[src/rtl/uart_rx_sampler.sv]
// uart_rx_sampler: oversampling UART receive front-end with mid-bit majority vote,
// LSB-first deframing, optional parity and framing/parity error flags.
module uart_rx_sampler #(
    parameter int DataWidth      = 8,
    parameter int OverSampleRate = 16,
    parameter int SyncStages     = 2
) (
    input  logic                 clk_i,
    input  logic                 rst_ni,
    input  logic                 baud_tick_i,
    input  logic                 rxd_i,
    input  logic                 parity_en_i,
    input  logic                 parity_odd_i,
    output logic                 dv_o,
    output logic [DataWidth-1:0] data_o,
    output logic                 busy_o,
    output logic                 frame_err_o,
    output logic                 parity_err_o
);
    localparam int TW = $clog2(OverSampleRate);
    localparam int BW = $clog2(DataWidth);
    localparam logic [TW-1:0] VoteAt   = TW'(OverSampleRate / 2 + 1);
    localparam logic [TW-1:0] TickLast = TW'(OverSampleRate - 1);
    localparam logic [BW-1:0] BitLast  = BW'(DataWidth - 1);

    typedef enum logic [2:0] {IDLE, START, DATA, PARITY, STOP, BREAK} state_t;
    state_t state, state_nx;

    logic [SyncStages-1:0] sync;
    logic                  rxs;
    logic [1:0]            hist;
    logic [TW-1:0]         tcnt;
    logic [BW-1:0]         bcnt;
    logic [DataWidth-1:0]  sr;
    logic                  pbit, pen, podd;
    logic                  vote, resolve;

    assign rxs     = sync[SyncStages-1];
    // hist holds the two previous tick samples; the current rxs is the third
    assign vote    = (hist[1] & hist[0]) | (hist[1] & rxs) | (hist[0] & rxs);
    assign resolve = baud_tick_i && state != IDLE && state != BREAK && tcnt == VoteAt;
    assign busy_o  = state != IDLE;

    always_ff @(posedge clk_i or negedge rst_ni) begin
        if (!rst_ni) state <= IDLE;
        else         state <= state_nx;
    end

    always_comb begin
        state_nx = state;
        case (state)
            IDLE:    state_nx = (baud_tick_i && !rxs) ? START : IDLE;
            START:   state_nx = resolve ? (vote ? IDLE : DATA) : START;
            DATA:    state_nx = (resolve && bcnt == BitLast) ? (pen ? PARITY : STOP) : DATA;
            PARITY:  state_nx = resolve ? STOP : PARITY;
            STOP:    state_nx = resolve ? (vote ? IDLE : BREAK) : STOP;
            BREAK:   state_nx = (baud_tick_i && rxs) ? IDLE : BREAK;
            default: state_nx = IDLE;
        endcase
    end

    always_ff @(posedge clk_i or negedge rst_ni) begin
        if (!rst_ni) begin
            sync         <= '1;
            hist         <= '1;
            tcnt         <= '0;
            bcnt         <= '0;
            sr           <= '0;
            pbit         <= 1'b0;
            pen          <= 1'b0;
            podd         <= 1'b0;
            dv_o         <= 1'b0;
            data_o       <= '0;
            frame_err_o  <= 1'b0;
            parity_err_o <= 1'b0;
        end else begin
            sync <= {sync[SyncStages-2:0], rxd_i};
            dv_o <= resolve && state == STOP;
            if (baud_tick_i) begin
                hist <= {hist[0], rxs};
                tcnt <= (state == IDLE || tcnt == TickLast) ? '0 : tcnt + 1'b1;
                // the last idle tick is the one that leaves IDLE, so this freezes the frame config
                if (state == IDLE) begin
                    pen  <= parity_en_i;
                    podd <= parity_odd_i;
                end
            end
            if (resolve) begin
                if (state == START) bcnt <= '0;
                if (state == DATA) begin
                    sr   <= {vote, sr[DataWidth-1:1]};
                    bcnt <= bcnt + 1'b1;
                end
                if (state == PARITY) pbit <= vote;
                if (state == STOP) begin
                    data_o       <= sr;
                    frame_err_o  <= ~vote;
                    parity_err_o <= pen & (^sr ^ pbit ^ podd);
                end
            end
        end
    end
endmodule
[config.mk]
export PLATFORM = sky130hd
export DESIGN_NAME = uart_rx_sampler
export DESIGN_NICKNAME = d
export VERILOG_FILES = /design/src/rtl/uart_rx_sampler.sv
export SDC_FILE = /design/constraint.sdc
export NUM_CORES = 1
export LEC_CHECK = 0
export CORE_MARGIN = 4
export CORE_UTILIZATION = 35
export DETAILED_ROUTE_END_ITERATION = 8
export PLACE_DENSITY = 0.56
export SETUP_SLACK_MARGIN = 0.02
export SYNTH_ARGS = -nofsm -noshare
export SYNTH_HDL_FRONTEND = slang
export SYNTH_SLANG_ARGS = --single-unit
[constraint.sdc]
create_clock -name clk_i -period 1.6 [get_ports clk_i]
set_input_delay 0.24 -clock clk_i [delete_from_list [all_inputs] [get_ports clk_i]]
set_output_delay 0.24 -clock clk_i [all_outputs]
set_load 0.02 [all_outputs]
**Word level (Yosys, flattened, before mapping)**

Index checks and enable logic that the tools add are counted.

- Flip-flop bits (word level): 36
- Bits of input ports: 6
- Output and inout port bits: 12
- Logic and storage cells: 64

- Add/sub/neg operators: 2
- Equal/unequal tests: 9
- Muxes and demuxes: 13
- Bitwise operators: 9
- Reductions and logical operators: 18

Operators by type and width:

| kind | number |
|---|---|
| $mux W3 | 8 |
| $pmux W3 S6 | 1 |
| $reduce_and A2 Y1 | 5 |
| $eq A3 B3 Y1 const B | 3 |
| $eq A4 B4 Y1 const B | 2 |
| $reduce_xor A8 Y1 | 1 |
| $logic_and A1 B1 Y1 | 7 |
| $eq A3 B2 Y1 const B | 2 |
| $add A4 B1 Y4 const B | 1 |
| $and A1 B1 Y1 | 4 |
| $mux W2 | 2 |
| $mux W4 | 1 |
| $add A3 B1 Y3 const B | 1 |
| $eq A3 B1 Y1 const B | 1 |
| $logic_not A3 Y1 | 1 |
| $ne A3 B3 Y1 const B | 1 |
| $reduce_bool A3 Y1 | 1 |
| $or A1 B1 Y1 | 2 |
| $reduce_bool A2 Y1 | 1 |
| $xor A1 B1 Y1 | 2 |
| $logic_not A1 Y1 | 1 |
| $logic_or A1 B1 Y1 | 1 |
| $mux W1 | 1 |
| $not A1 Y1 | 1 |

**Longest topological paths before layout**

- Depth in word-level cells: 7
- Gate-level depth with buffers: 8
- Mapped depth without buffers: 6

**Worst setup path before layout**

Ideal clock, no wire load.

- Kind: reg-to-reg
- Start point: register tcnt[1]
- End point: register data_o[4]
- Library setup time: 0.125 ns
- Arrival: 1.689 ns
- Required time: 1.475 ns
- Setup slack: -0.214 ns
- Stages on the path, launching flop included: 8
- Buffers on the path: 2
- Period minus slack after synthesis: 1.814 ns
- Cell sequence: dfrtp_1 > inv_1 > ha_1 > nand4b_4 > or3_1 > buf_6 > buf_8 > mux2_4

- Word-level cells in the longest chain between the ends: 3

RTL lines:

| element | RTL line | text |
|---|---|---|
| start, declared | 32 | `logic [TW-1:0] tcnt;` |
| start signal, assigned | 81 | `tcnt <= (state == IDLE \|\| tcnt == TickLast) ? '0 : tcnt + 1'b1;` |
| $eq A4 B4 Y1 | 41 | `assign resolve = baud_tick_i && state != IDLE && state != BREAK && tcnt == VoteAt;` |
| $logic_and A1 B1 Y1 | 41 |  |
| $reduce_and A2 Y1 (no line) | -- |  |
| end signal, assigned | 96 | `data_o <= sr;` |
| end, declared | 15 | `output logic [DataWidth-1:0] data_o,` |

Every way passes these cells.
A chain may end at the register's enable or synchronous reset.

**Final worst setup path**

- Start point: register tcnt[1]
- End point: register data_o[5]

Same word-level chain as after synthesis.

==> results.sh <==
export IMPL_outcome="finished, violations left"
export IMPL_failed_checks="setup timing"
export IMPL_initial_core_util=0.374
export IMPL_criticalPathCategory="reg2reg"
export IMPL_setup_slack_ns=-0.0898
export IMPL_syn_num_nets=140
export IMPL_synth_top_cell_area_share=0.475
export IMPL_vias_in_the_first_global_route=1176
export IMPL_p_leak_uw=0.00103
export IMPL_max_cap_viol_count=0
export IMPL_synth_yosys_seq_area_share=0.537
export IMPL_finalWirelength_mm=3.19
export IMPL_drtAntennaViolNets=0
export IMPL_ir_drop_mv=0.691
export IMPL_synth_cells=130
export IMPL_filler_cell_count=393
export IMPL_floorplan_core_area_sq_um=4500
export IMPL_timing_critical_path_arrival_ns=1.86
export IMPL_final_area_sq_um=2240
export IMPL_design_power_total_uw=2900
export IMPL_netlist_cell_type_count=36
export IMPL_tot_gr_track_use=0.122
export IMPL_report_final_slew_viol_count=0
export IMPL_clk_pin_slew_worst_paths_ns=0.07
export IMPL_globalRouteOverflowTotal=0
export IMPL_timing_worst_slew_pin_value_ns=0.283
export IMPL_setup_viol_count_final=20
export IMPL_final_core_utilization=0.498
export IMPL_syn_area_sq_um=1690
export IMPL_multiInputGateArea_sq_um=793
export IMPL_routed_wire_length_per_instance_microns=14.2
export IMPL_chipWidth_microns=77.4
export IMPL_setup_repair_after_global_routing_missed_its_margin="true"
export IMPL_timing_critical_path_fanout_max=9
export IMPL_synth_top_cells_by_area="sky130_fd_sc_hd__dfrtp_1 48%, sky130_fd_sc_hd__mux2_2 12%, sky130_fd_sc_hd__dfstp_2 6.2%, sky130_fd_sc_hd__mux2_4 3.6%, sky130_fd_sc_hd__xnor2_1 3.1%"
export IMPL_ctsHoldBuffers=0
export IMPL_dp_hpwl_mm=2.24
export IMPL_grt_antenna_before_repair=0
export IMPL_route_vias_total=1133
export IMPL_buffers_from_clock_root_to_sink_at_most=2
export IMPL_grt_first_pass_wirelength_mm=5.65
export IMPL_synth_enable_flop_cells=0
export IMPL_final_nets=182
export IMPL_cts_h_tree_lvls=2
export IMPL_period_minus_slack_ns=1.69
export IMPL_sequential_cell_area_sq_um=906
export IMPL_numClockSinks=36
export IMPL_drive_above_1_share=0.384
export IMPL_cts_buffers=5
export IMPL_buffer_ports_inserted=17
export IMPL_ys_seq_elements=36
export IMPL_clkLatencyLatePin_ns=0.28
export IMPL_dpl_instance_area_sq_um=2050
export IMPL_synthArstFlopShare=1.00
export IMPL_max_slew_margin=0.811
export IMPL_placer_congestion_estimate=0.870
export IMPL_layout_area_overhead_vs_synth_pct=33.2
export IMPL_worstSetupEndpointType="register"
export IMPL_floorplan_die_area_sq_um=5990
export IMPL_tritoncts="yes"
export IMPL_avgSynthCellArea_sq_um=13.0
export IMPL_fin_worst_skew_ns=0.00358
export IMPL_synth_ff_type="sky130_fd_sc_hd__dfrtp_1"
export IMPL_hold_path_class="in2async"
export IMPL_root_driver="sky130_fd_sc_hd__clkbuf_8"
export IMPL_ys_warnings_count=0
export IMPL_die_h_microns=77.4
export IMPL_synth_top_area_cell="sky130_fd_sc_hd__dfrtp_1"
export IMPL_worst_endpoint_required_ns=1.77
export IMPL_setup_worst_path_start_class="register"
export IMPL_achievable_frequency_mhz=592
export IMPL_finalCritPeriodShare=1.06
export IMPL_detail_route_vias_per_cell=5.06
export IMPL_antenna_cells_inserted=0
export IMPL_ioPinCount=18
export IMPL_detailedRoute_firstPassIterationCount=4
export IMPL_power_per_unit_of_standard_cell_area_nw_per_um2=1290
export IMPL_final_hold_viol_count=0
export IMPL_detail_route_iter0_violations=57
export IMPL_detail_route_drc_violations=0
export IMPL_maximum_number_of_pins_on_one_net_before_global_route_repair=37
export IMPL_core_rowCount=24
[state kept, by name, indices dropped and copies added (netlist names)]
register      cells
parity_err_o      1
tcnt              4
state             3
bcnt              3
pen               1
data_o            8
sr                8
podd              1
sync              2
dv_o              1
pbit              1
hist              2
frame_err_o       1
[cell usage after synthesis (4+ instances only)]
master and count:
sky130_fd_sc_hd__inv_1 7, sky130_fd_sc_hd__dfrtp_1 32, sky130_fd_sc_hd__mux2_4 4, sky130_fd_sc_hd__nand2_1 9, sky130_fd_sc_hd__xnor2_1 6, sky130_fd_sc_hd__a21oi_1 4, sky130_fd_sc_hd__mux2_2 18, sky130_fd_sc_hd__dfstp_2 4
sky130_fd_sc_hd__o21ai_0 10, sky130_fd_sc_hd__ha_1 4
[final cells by class]
| class | instances | area share |
|---|---|---|
| sequential | 36 | 0.404 |
| tap | 52 | 0.0290 |
| timing repair buffer | 39 | 0.168 |
| multi-input combinational | 83 | 0.353 |
| clock inverter | 1 | 0.00223 |
| clock buffer | 6 | 0.0323 |
| inverter | 7 | 0.0117 |
[worst max-delay path, cell delays in order, from the launching register on]
cell                       delay, ns
sky130_fd_sc_hd__dfrtp_1        0.39
sky130_fd_sc_hd__inv_2          0.08
sky130_fd_sc_hd__ha_4           0.14
sky130_fd_sc_hd__nand4b_4       0.15
sky130_fd_sc_hd__or3_4          0.37
sky130_fd_sc_hd__buf_6          0.15
sky130_fd_sc_hd__mux2_4         0.29
[per-stage QoR]
stage                     hold WS (ns)  TNS, ns  worst slack [ns]  cells
after floorplan                -0.0556    -2.16            -0.175    130
after global placement           0.347    -5.59            -0.291    212
after detailed placement         0.348    -6.42            -0.326    212
after CTS                        0.331    -1.25            -0.106    221
after global routing             0.343    -2.66            -0.147    224
final                            0.331    -1.06           -0.0898    224
[cell families (layout without fill, tap and decap cells)]
kind of cell             count (synthesis)  in the layout  share of synthesized area
flip-flops                              36             36                      0.537
AO/OA/AOI/OAI                           24             24                     0.0898
multiplexers                            23             23                      0.162
AND/OR/NAND/NOR                         23             23                     0.0898
buffers and inverters                   11             53                     0.0356
XOR/XNOR                                 8              8                     0.0497
adder cells (fa/ha/maj)                  5              5                     0.0356
[layout by cell type (no fill, tap or decap), drive strengths merged, types with 2 or more instances in the layout]
| cell type | instances |
|---|---|
| a21oi | 4 |
| inv | 7 |
| clkdlybuf4s50 | 16 |
| clkbuf | 6 |
| nor2 | 2 |
| a22oi | 2 |
| xnor2 | 6 |
| nand2b | 2 |
| o22ai | 2 |
| o21ai | 10 |
| buf | 22 |
| nor3 | 2 |
| dfstp | 4 |
| mux2 | 22 |
| nand2 | 9 |
| ha | 4 |
| dfrtp | 32 |
| o211ai | 2 |
[repair_timing]
action,4_1_cts,5_1_grt
setup endpoints to repair,26,26
setup buffers,2,3
gates resized for setup,18,8
pin swaps,2,1
[worst paths after layout]
check	startpoint	cells past startpoint	to	slack (ns)
max	tcnt[1]	6	data_o[5]	-0.09
min	rst_ni	2	data_o[3]	0.33
max reg2reg	tcnt[1]	6	data_o[5]	-0.09
min reg2reg	sync[0]	0	sync[1]	0.36
max in group asynchronous	rst_ni	2	hist[0]	1.02
min in group clk_i	sync[0]	0	sync[1]	0.36
[per-layer routing]
layer | vias up | wire length [microns] | GRT usage
li1 | 540 | - | -
met1 | 555 | 1400 | 0.147
met2 | 31 | 1570 | 0.193
met3 | 7 | 134 | 0.0405
met4 | 0 | 82 | 0.0641
met5 | - | 0 | 0
[report_power, final]
group	internal, uW	switching [uW]
clock	296	300
combinational	579	493
sequential	1080	155
No activity file was read; power rests on OpenSTA's default activity.
